File: config.mk
export PLATFORM = sky130hd
export DESIGN_NAME = product_bcd_converter
export DESIGN_NICKNAME = d
export VERILOG_FILES = /design/src/rtl/bcd_pkg.sv /design/src/rtl/bcd_add3_digit.sv /design/src/rtl/product_bcd_converter.sv
export SDC_FILE = /design/constraint.sdc
export NUM_CORES = 1
export LEC_CHECK = 0
export ABC_AREA = 1
export BUFFER_PORTS_ARGS = -buffer_cell sky130_fd_sc_hd__buf_2
export CORE_MARGIN = 3
export CORE_UTILIZATION = 40
export DETAILED_ROUTE_END_ITERATION = 12
export GPL_ROUTABILITY_DRIVEN = 0
export SYNTH_ARGS = -nofsm -noshare
export SYNTH_HDL_FRONTEND = slang
export SYNTH_SLANG_ARGS = --single-unit
File: constraint.sdc
create_clock -name clock -period 1.3 [get_ports clock]
set_input_delay 0.26 -clock clock [delete_from_list [all_inputs] [get_ports clock]]
set_output_delay 0.26 -clock clock [all_outputs]
set_load 0.05 [all_outputs]
File: src/rtl/bcd_pkg.sv
// ============================================================================
// Module  : bcd_pkg
// Brief   : Shared types and constants for the product-to-BCD converter.
// Revision: 1.0 - initial release
// ============================================================================
`default_nettype none

package bcd_pkg;

    typedef enum logic [1:0] {
        IDLE  = 2'd0,
        SHIFT = 2'd1,
        DONE  = 2'd2
    } state_t;

    localparam int         BCD_DIGIT_W = 4;
    localparam logic [3:0] ADD3_THRESH = 4'd5;

    // Elaboration-time 10^n, used to size the overflow threshold.
    function automatic int unsigned pow10(input int n);
        int unsigned r;
        r = 1;
        for (int i = 0; i < n; i++) begin
            r = r * 10;
        end
        return r;
    endfunction

endpackage : bcd_pkg

`default_nettype wire

File: src/rtl/bcd_add3_digit.sv
// ============================================================================
// Module  : bcd_add3_digit
// Brief   : Double-dabble digit correction, adds 3 when the digit is >= 5.
// Revision: 1.0 - initial release
// ============================================================================
`default_nettype none

module bcd_add3_digit
    import bcd_pkg::*;
(
    input  logic [BCD_DIGIT_W-1:0] i_digit,
    output logic [BCD_DIGIT_W-1:0] o_digit
);

    assign o_digit = (i_digit >= ADD3_THRESH) ? (i_digit + 4'd3) : i_digit;

endmodule : bcd_add3_digit

`default_nettype wire

File: src/rtl/product_bcd_converter.sv
// ============================================================================
// Module  : product_bcd_converter
// Brief   : Serial binary-to-packed-BCD converter with valid/ready handshakes.
// Revision: 1.0 - initial release
// ============================================================================
`default_nettype none

module product_bcd_converter
    import bcd_pkg::*;
#(
    parameter int IN_WIDTH = 5,
    parameter int DIGITS   = 2
) (
    input  logic                  clock,
    input  logic                  reset_n,
    input  logic                  in_valid,
    output logic                  in_ready,
    input  logic [IN_WIDTH-1:0]   in_data,
    output logic                  out_valid,
    input  logic                  out_ready,
    output logic [4*DIGITS-1:0]   out_bcd,
    output logic                  out_overflow
);

    localparam int c_BCD_W = BCD_DIGIT_W * DIGITS;
    localparam int c_SR_W  = IN_WIDTH + c_BCD_W;
    localparam int c_CNT_W = $clog2(IN_WIDTH + 1);

    // Threshold held at full shift-register width so the compare never truncates.
    localparam logic [c_SR_W-1:0]  c_MAX_VAL = c_SR_W'(pow10(DIGITS) - 1);
    localparam logic [c_CNT_W-1:0] c_LOAD    = c_CNT_W'(IN_WIDTH);
    localparam logic [c_CNT_W-1:0] c_ONE     = c_CNT_W'(1);

    state_t              r_state;
    logic [c_CNT_W-1:0]  r_count;
    logic [c_SR_W-1:0]   r_shift;
    logic                r_overflow;

    logic [c_BCD_W-1:0]  w_bcd_adj;
    logic [c_SR_W-1:0]   w_shift_adj;
    logic [c_SR_W-1:0]   w_in_ext;

    genvar g;
    generate
        for (g = 0; g < DIGITS; g++) begin : g_digit
            bcd_add3_digit u_add3 (
                .i_digit (r_shift[IN_WIDTH + g*BCD_DIGIT_W +: BCD_DIGIT_W]),
                .o_digit (w_bcd_adj[g*BCD_DIGIT_W +: BCD_DIGIT_W])
            );
        end
    endgenerate

    assign w_shift_adj = {w_bcd_adj, r_shift[IN_WIDTH-1:0]};
    assign w_in_ext    = {{c_BCD_W{1'b0}}, in_data};

    always_ff @(posedge clock) begin
        if (!reset_n) begin
            r_state    <= IDLE;
            r_count    <= '0;
            r_shift    <= '0;
            r_overflow <= 1'b0;
        end else begin
            case (r_state)
                IDLE: begin
                    if (in_valid) begin
                        r_shift    <= w_in_ext;
                        r_count    <= c_LOAD;
                        r_overflow <= (w_in_ext > c_MAX_VAL);
                        r_state    <= SHIFT;
                    end
                end
                SHIFT: begin
                    // Top digit's carry is dropped, which yields value mod 10^DIGITS.
                    r_shift <= {w_shift_adj[c_SR_W-2:0], 1'b0};
                    r_count <= r_count - c_ONE;
                    if (r_count == c_ONE) begin
                        r_state <= DONE;
                    end
                end
                DONE: begin
                    if (out_ready) begin
                        r_state <= IDLE;
                    end
                end
                default: r_state <= IDLE;
            endcase
        end
    end

    assign in_ready     = (r_state == IDLE);
    assign out_valid    = (r_state == DONE);
    assign out_bcd      = r_shift[c_SR_W-1 -: c_BCD_W];
    assign out_overflow = r_overflow;

endmodule : product_bcd_converter

`default_nettype wire

==> metrics.md, run 1 <==
| Metric | Value |
|---|---|
| Max-cap check violation count | 0 |
| Largest incremental delay on the critical path | 0.34 ns |
| Top cells by count, synth | sky130_fd_sc_hd__nand2_1, sky130_fd_sc_hd__dfxtp_1, sky130_fd_sc_hd__inv_1, sky130_fd_sc_hd__nand3_1, sky130_fd_sc_hd__a21oi_1 |
| Total gr overflow | 0 |
| Clock latency reported for the late side of the worst-skew pair | 0.28 ns |
| Maximum fanout along the worst path | 3 |
| Reg2Reg Capture Point | r_shift[9] |
| Worst clock skew | 0.00558 ns |
| Worst Path Class, Setup | flop to output port |
| Number of diodes | 0 |
| CTS sink cnt | 18 |
| Total Negative Setup Slacks | 0 ns |
| Buf/Inv on CP | 2 |
| Syn nets | 156 |
| Width of the die | 56.1 um |
| Routed len/inst | 11.1 um |
| Setup crit start kind | flop |
| Worst path top cell family by delay | buffers and inverters |
| Layout Area Growth over Synthesis | 18.8% |
| Number of warnings reported in the yosys synthesis log | 0 |
| Placeable core area | 0.00230 sq mm |
| CTS tree | yes |
| Crit path DAT | 0.98 ns |
| Flop and latch count out of synthesis | 18 |
| Post-synthesis cell type with the largest combined area | sky130_fd_sc_hd__dfxtp_1 |
| Clock transition time at the flip-flop clock pins of the worst setup and hold paths | 0.09 ns |
| Run status | complete, no violations |
| Seq/Total Area, Yosys | 0.359 |
| Share of the synthesized area in the top cell type | 0.359 |
| Placed standard-cell area | 0.00109 sq mm |
| Fraction of layout cells with a size suffix above 1 | 0.291 |
| Endpoint of the worst hold path | r_shift[3] |
| Netlist cell types | 23 |
| Worst supply voltage drop on vdd | 0.534 mV |
| Gate count of the mapped netlist | 141 |
| Via count | 937 |
| Cell Area, Synth | 0.00100 sq mm |
| Dpl cells | 182 |
| Largest net degree at the start of global routing | 16 |
| CP Launch Point | r_shift[9] |
| Total area of multi-input combinational cells | 520 sq um |
| Top-level I/O count | 20 |
| Post-route fraction of the period consumed by the critical path | 0.957 |
| Launching point of the worst reg2reg path | r_shift[5] |
| Number of DRC violations after detailed routing | 0 |
| Filler instances | 239 |
| Number of nets still failing antenna checks after routing | 0 |
| Sequential standard cell area | 368 sq um |
| Cell with the largest stage delay on the worst path | sky130_fd_sc_hd__dfxtp_1 |
| Filler-free cell count of the finished design | 186 |
| Setup repair after global routing missed its margin | true |
| Initial core utilization | 0.437 |
| Most area-consuming cells after synthesis | sky130_fd_sc_hd__dfxtp_1, sky130_fd_sc_hd__nand2_1, sky130_fd_sc_hd__buf_4 |
| Async set-reset flop share out of synthesis | 0 |
| Fin util | 0.519 |
| First-pass GRT wire length | 3500 um |
| Post-detail-place hpwl | 1550 um |
| Die height | 56.1 um |
| Via count of the first global-routing pass | 844 |
| Post-route cell area | 0.00119 sq mm |
| Initial antenna violation count | 0 |
| Critical hold path startpoint | reset_n |
| Register-to-Register Setup Slack | 0.11 ns |
| Final net count | 175 |
| Required time of the critical path | 1.04 ns |
| Most frequent cell after synthesis | sky130_fd_sc_hd__nand2_1 |
| Worst hold margin | 0.233 ns |
| Number of search-and-repair iterations in the first detailed-routing pass | 4 |
| GRT Resource Usage Total | 0.135 |
| Routed via count divided by cell count | 5.04 |
| Post-synth EDFFs | 0 |
| Total Die Area | 0.00315 sq mm |
| Element type at the critical path end | output port |
| Leakage power | 0.000551 uW |
| Hold Vio Cnt, Final | 0 |
| Clock root cell | sky130_fd_sc_hd__clkbuf_4 |
| Primary FF master, synth | sky130_fd_sc_hd__dfxtp_1 |
| Post-synthesis average cell area | 7.12 sq um |
| Cell depth of the worst min-delay path | 3 |
| Post-route minimum period | 1.24 ns |
| Pins Over Slew Limit | 0 |
| Count of buffers inserted at the top-level ports | 18 |
| Final wirelength | 2060 um |
| Number of cell instances on the worst register-to-register path | 9 |
| Worst hold path class | primary input to flop |
| Power per Cell Area | 904 mW/mm^2 |
| Total of hold buffers inserted after clock tree synthesis | 0 |
| Number of setup violations in the final report | 0 |
| Max clock buf depth | 2 |
| Row Count | 17 |
| Htree depth | 1 |
| Chain of cells forming the critical path | buf_4 > buf_2 |
| Number of DRC violations after detailed-routing iteration 0 | 38 |
| Total CTS buffers | 3 |
| Fmax | 804 MHz |
[registers in the layout, indices dropped and copies added, names as in the netlist]
| register | count |
|---|---|
| r_state | 2 |
| r_count | 3 |
| r_shift | 13 |
[stage by stage]
step / total power (uW) / setup WS (ns)
global route: 1140 / -0.00651
global placement: 801 / 0.0648
floorplan: 750 / 0.0138
detailed placement: 806 / 0.0194
finish: 1080 / 0.0561
CTS: 1080 / 0.00284
[cell usage in the layout (no fill, tap or decap), drive strengths merged]
cell type,netlist,final
nand4,4,4
a21oi,11,11
clkbuf,1,6
a22oi,2,2
nand2,34,34
nor3,1,1
ha,6,6
o21ai,4,4
a31oi,3,3
inv,18,18
nor2,12,12
o211ai,2,2
buf,11,23
dfxtp,18,18
or2,1,1
nand3,12,12
conb,1,1
[report_power, final]
group	leakage, uW	total (uW)	internal (uW)	switching (uW)
clock	0.0000138	263	107	156
sequential	0.000149	600	578	21.9
combinational	0.000388	216	82.6	133
total	0.000551	1080	768	311
[how the worst max path moves through the flow]
| stage | to | slack (ns) | cells after the start |
|---|---|---|---|
| after global placement | r_shift[3] | 0.06 | 5 |
| after global routing | r_shift[9] | -0.007 | 9 |
| after floorplan | r_count[2] | 0.01 | 3 |
| after CTS | out_bcd[2] | 0.003 | 1 |
| after detailed placement | r_shift[6] | 0.02 | 8 |
| final | out_bcd[4] | 0.06 | 2 |
[metal layers]
layer	wire length, um	GRT usage	vias to the layer above
met5	0	0	-
met4	27	0.0475	0
met3	91	0.0209	4
met2	939	0.222	26
met1	1000	0.177	422
li1	-	-	485
[worst register-to-register path, cell delays in order, from the launching register on]
cell	delay (ns)
sky130_fd_sc_hd__dfxtp_2	0.34
sky130_fd_sc_hd__inv_1	0.10
sky130_fd_sc_hd__ha_1	0.17
sky130_fd_sc_hd__inv_1	0.05
sky130_fd_sc_hd__nand2_2	0.09
sky130_fd_sc_hd__nand3_2	0.10
sky130_fd_sc_hd__nand2_1	0.08
sky130_fd_sc_hd__nor2_1	0.04
sky130_fd_sc_hd__nor2_1	0.08
sky130_fd_sc_hd__nor2_1	0.04
[final cells by class]
cell class,count,share of cell area
clock buffers,3,0.0189
repair buffers,26,0.148
well taps,28,0.0294
inverters,18,0.0588
multi-input cells,93,0.437
flip-flops and latches,18,0.309
[cell families after synthesis]
group,share of synthesized area
buffers and inverters,0.157
flip-flops,0.359
AND/OR/NAND/NOR,0.278
AO/OA/AOI/OAI,0.127
adder cells (fa/ha/maj),0.0748
other,0.00374
[what timing repair did]
item,4_1_cts,5_1_grt
endpoints found under the setup margin,4,19
resized for setup,7,18
setup buffers,0,1
pin swaps,0,1
(Power assumes the default switching activity.)
==> run 2, diff against run 1 <==
--- a/config.mk
+++ b/config.mk
@@ -5,7 +5,6 @@
 export SDC_FILE = /design/constraint.sdc
 export NUM_CORES = 1
 export LEC_CHECK = 0
-export ABC_AREA = 1
 export BUFFER_PORTS_ARGS = -buffer_cell sky130_fd_sc_hd__buf_2
 export CORE_MARGIN = 3
 export CORE_UTILIZATION = 40
==> constraint.sdc (replaced) <==
create_clock -name clock -period 1.3 [get_ports clock]
set_input_delay 0.26 -clock clock [delete_from_list [all_inputs] [get_ports clock]]
set_output_delay 0.26 -clock clock [all_outputs]
set_load 0.01 [all_outputs]
==> metrics.md, run 2 <==
| Metric | Value |
|---|---|
| Run status | complete, but fails checks (was complete, no violations) |
| Failing checks | negative setup slack |
| Clock root cell | sky130_fd_sc_hd__clkbuf_4 (unchanged) |
| Worst hold margin | 0.271 ns (was 0.233 ns) |
| Busiest grt layer | met2 (unchanged) |
| Setup crit start kind | flop (unchanged) |
| Top Registers | r_shift (13), r_count (3), r_state (2) (unchanged) |
| Clock latency reported for the late side of the worst-skew pair | 0.30 ns (was 0.28 ns) |
| Filler instances | 227 (was 239) |
| Routed via count divided by cell count | 5.03 (was 5.04) |
| CTS tree | yes (unchanged) |
| Number of DRC violations after detailed-routing iteration 0 | 12 (was 38) |
| Netlist cell types | 34 (was 23) |
| Worst hold path class | primary input to flop (unchanged) |
| Syn nets | 143 (was 156) |
| Met2 global-route usage | 0.219 (was 0.222) |
| Register with the most flip-flops | r_shift (unchanged) |
| Clock transition time at the flip-flop clock pins of the worst setup and hold paths | 0.10 ns (was 0.09 ns) |
| Flop and latch count out of synthesis | 18 (unchanged) |
| Worst supply voltage drop on vdd | 0.788 mV (was 0.534 mV) |
| Most frequent cell after synthesis | sky130_fd_sc_hd__nor2_1 (was sky130_fd_sc_hd__nand2_1) |
| Routed len/inst | 11.8 um (was 11.1 um) |
| Worst clock skew | 0.00325 ns (was 0.00558 ns) |
| Share of the synthesized area in the top cell type | 0.342 (was 0.359) |
| Most common cell after layout, fill and taps aside | sky130_fd_sc_hd__nor2_1 (was sky130_fd_sc_hd__nand2_1) |
| Element type at the critical path end | flop (was output port) |
| Met1 Resource Use GR | 0.214 (was 0.177) |
| Pins Over Slew Limit | 0 (unchanged) |
| Placed standard-cell area | 0.00123 sq mm (was 0.00109 sq mm) |
| Initial antenna violation count | 0 (unchanged) |
| Post-route fraction of the period consumed by the critical path | 1.01 (was 0.957) |
| Via count | 916 (was 937) |
| Post-synthesis average cell area | 8.24 sq um (was 7.12 sq um) |
| Leakage power | 0.000576 uW (was 0.000551 uW) |
| Post-synthesis cell type with the largest combined area | sky130_fd_sc_hd__dfxtp_1 (unchanged) |
| Post-synth EDFFs | 0 (unchanged) |
| Setup repair after global routing missed its margin | true (unchanged) |
| Power per Cell Area | 883 mW/mm^2 (was 904 mW/mm^2) |
| Total gr overflow | 0 (unchanged) |
| Hold Vio Cnt, Final | 0 (unchanged) |
| Int Power | 869 uW (was 768 uW) |
| Number of diodes | 0 (unchanged) |
| Htree depth | 1 (unchanged) |
| Max FFs per register | 13 (unchanged) |
| Initial core utilization | 0.447 (was 0.437) |
| Top cells by count, synth | sky130_fd_sc_hd__nor2_1, sky130_fd_sc_hd__dfxtp_1, sky130_fd_sc_hd__buf_4, sky130_fd_sc_hd__a21oi_1 (was sky130_fd_sc_hd__nand2_1, sky130_fd_sc_hd__dfxtp_1, sky130_fd_sc_hd__inv_1, sky130_fd_sc_hd__nand3_1, sky130_fd_sc_hd__a21oi_1) |
| Global-route met3 utilization | 0.0452 (was 0.0209) |
| Pre-CTS WS | -0.0449 ns (was 0.0194 ns) |
| Most area-consuming cells after synthesis | sky130_fd_sc_hd__dfxtp_1, sky130_fd_sc_hd__buf_4, sky130_fd_sc_hd__ha_1 (was sky130_fd_sc_hd__dfxtp_1, sky130_fd_sc_hd__nand2_1, sky130_fd_sc_hd__buf_4) |
| Layout Area Growth over Synthesis | 28.1% (was 18.8%) |
| Maximum fanout along the worst path | 3 (unchanged) |
| Final total power | 1190 uW (was 1080 uW) |
| Post-detail-place hpwl | 1630 um (was 1550 um) |
| Final net count | 170 (was 175) |
| Cell Area, Synth | 0.00105 sq mm (was 0.00100 sq mm) |
| CTS sink cnt | 18 (unchanged) |
| Final wirelength | 2150 um (was 2060 um) |
| Total CTS buffers | 3 (unchanged) |
| Final worst setup slack | -0.0159 ns (was 0.0561 ns) |
| Placeable core area | 0.00236 sq mm (was 0.00230 sq mm) |
| Fmax | 760 MHz (was 804 MHz) |
| Count of buffers inserted at the top-level ports | 18 (unchanged) |
| Number of search-and-repair iterations in the first detailed-routing pass | 4 (unchanged) |
| Die height | 57.4 um (was 56.1 um) |
| Fraction of power consumed by combinational cells | 0.198 (was 0.200) |
| Clk network pwr share | 0.291 (was 0.244) |
| Net Sw Power | 325 uW (was 311 uW) |
| Top-level I/O count | 20 (unchanged) |
| Commonest cells after routing, fill and taps aside | sky130_fd_sc_hd__nor2_1, sky130_fd_sc_hd__buf_2, sky130_fd_sc_hd__buf_4 (was sky130_fd_sc_hd__nand2_1, sky130_fd_sc_hd__inv_1, sky130_fd_sc_hd__dfxtp_1) |
| Worst Path Class, Setup | flop to flop (was flop to output port) |
| Number of warnings reported in the yosys synthesis log | 0 (unchanged) |
| Number of nets still failing antenna checks after routing | 0 (unchanged) |
| Max-cap check violation count | 0 (unchanged) |
| Post-route cell area | 0.00135 sq mm (was 0.00119 sq mm) |
| Net switching fraction of the power | 0.272 (was 0.288) |
| Fraction of power consumed by sequential logic | 0.512 (was 0.556) |
| GRT Resource Usage Total | 0.151 (was 0.135) |
| Number of DRC violations after detailed routing | 0 (unchanged) |
| Required time of the critical path | 1.54 ns (was 1.04 ns) |
| First-pass GRT wire length | 3950 um (was 3500 um) |
| Total Die Area | 0.00329 sq mm (was 0.00315 sq mm) |
| Total Negative Setup Slacks | -0.0159 ns (was 0 ns) |
| Max clock buf depth | 2 (unchanged) |
| Largest net degree at the start of global routing | 16 (unchanged) |
| Width of the die | 57.4 um (was 56.1 um) |
| Gate count of the mapped netlist | 128 (was 141) |
| Seq/Total Area, Yosys | 0.342 (was 0.359) |
| Post-route minimum period | 1.32 ns (was 1.24 ns) |
| Async set-reset flop share out of synthesis | 0 (unchanged) |
| Via count of the first global-routing pass | 857 (was 844) |
| Fraction of layout cells with a size suffix above 1 | 0.448 (was 0.291) |
| Row Count | 17 (unchanged) |
| Number of setup violations in the final report | 1 (was 0) |
| Crit path DAT | 1.55 ns (was 0.98 ns) |
| Primary FF master, synth | sky130_fd_sc_hd__dfxtp_1 (unchanged) |
run 2: changes by cell type after synthesis, moves of 4 or more:
| cell | before | now |
|---|---|---|
| sky130_fd_sc_hd__nand4_1 | 4 | 0 |
| sky130_fd_sc_hd__nor2_1 | 10 | 20 |
| sky130_fd_sc_hd__o221ai_1 | 0 | 4 |
| sky130_fd_sc_hd__o21ai_1 | 2 | 6 |
| sky130_fd_sc_hd__inv_1 | 16 | 7 |
| sky130_fd_sc_hd__nand3_1 | 12 | 3 |
| sky130_fd_sc_hd__nand2_1 | 34 | 7 |
| sky130_fd_sc_hd__nand2b_1 | 0 | 4 |
run 2: path summary, 6_finish.rpt:
| path | slack (ns) | endpoint | startpoint | cells after the start |
|---|---|---|---|---|
| max | -0.02 | r_shift[11] | r_shift[10] | 6 |
| min | 0.27 | r_state[1] | out_ready | 3 |
| max reg2reg | -0.02 | r_shift[11] | r_shift[10] | 6 |
| min reg2reg | 0.49 | r_count[2] | r_state[0] | 1 |
run 2: cell families (layout without fill, tap and decap cells):
group / Yosys count / in the layout / share of synthesized area
buffers and inverters: 21 / 47 / 0.116
adder cells (fa/ha/maj): 6 / 6 / 0.0712
other: 1 / 1 / 0.00356
AND/OR/NAND/NOR: 48 / 48 / 0.235
multiplexers: 2 / 2 / 0.0214
AO/OA/AOI/OAI: 29 / 29 / 0.186
flip-flops: 18 / 18 / 0.342
XOR/XNOR: 3 / 3 / 0.0249
run 2: critical path: stages (launching register included):
cell and delay [ns]:
sky130_fd_sc_hd__dfxtp_2 0.37, sky130_fd_sc_hd__inv_4 0.05, sky130_fd_sc_hd__ha_4 0.15, sky130_fd_sc_hd__nand2b_4 0.14, sky130_fd_sc_hd__a21oi_4 0.14, sky130_fd_sc_hd__mux2_4 0.31, sky130_fd_sc_hd__o21ai_1 0.11
run 2: timing repair:
action                     CTS  global route
setup buffers                3             1
hold buffers                 0             0
hold endpoints to repair     0             0
pin swaps                    3             2
setup endpoints to repair    5             9
resized for setup           14             6
run 2: area by class of cell:
cell class / instances / area, sq um / area share
Clock buffer: 4 / 36.3 / 0.0269
Multi-Input combinational cell: 89 / 646 / 0.478
Timing Repair Buffer: 36 / 229 / 0.169
Inverter: 7 / 28.8 / 0.0213
Sequential cell: 18 / 377 / 0.279
Tap cell: 28 / 35.0 / 0.0259
run 2: through the flow:
step	utilization	std cells
2_1_floorplan	-	128
3_3_place_gp	0.520	175
3_5_place_dp	0.520	175
4_1_cts	0.567	182
5_1_grt	0.572	182
6_report	0.572	182
run 2: per-layer routing:
layer	wire length, um	share of wire	vias up
li1	-	-	476
met1	1050	0.49	420
met2	986	0.46	16
met3	93	0.043	4
met4	23	0.011	0
met5	0	0	-
run 2: power by group through the flow:
stage,clock [uW],combinational (uW),sequential [uW]
after global routing,392,271,617
final,347,236,611
after global placement,0,225,628
after CTS,361,244,609
after floorplan,0,162,619
after detailed placement,0,231,628
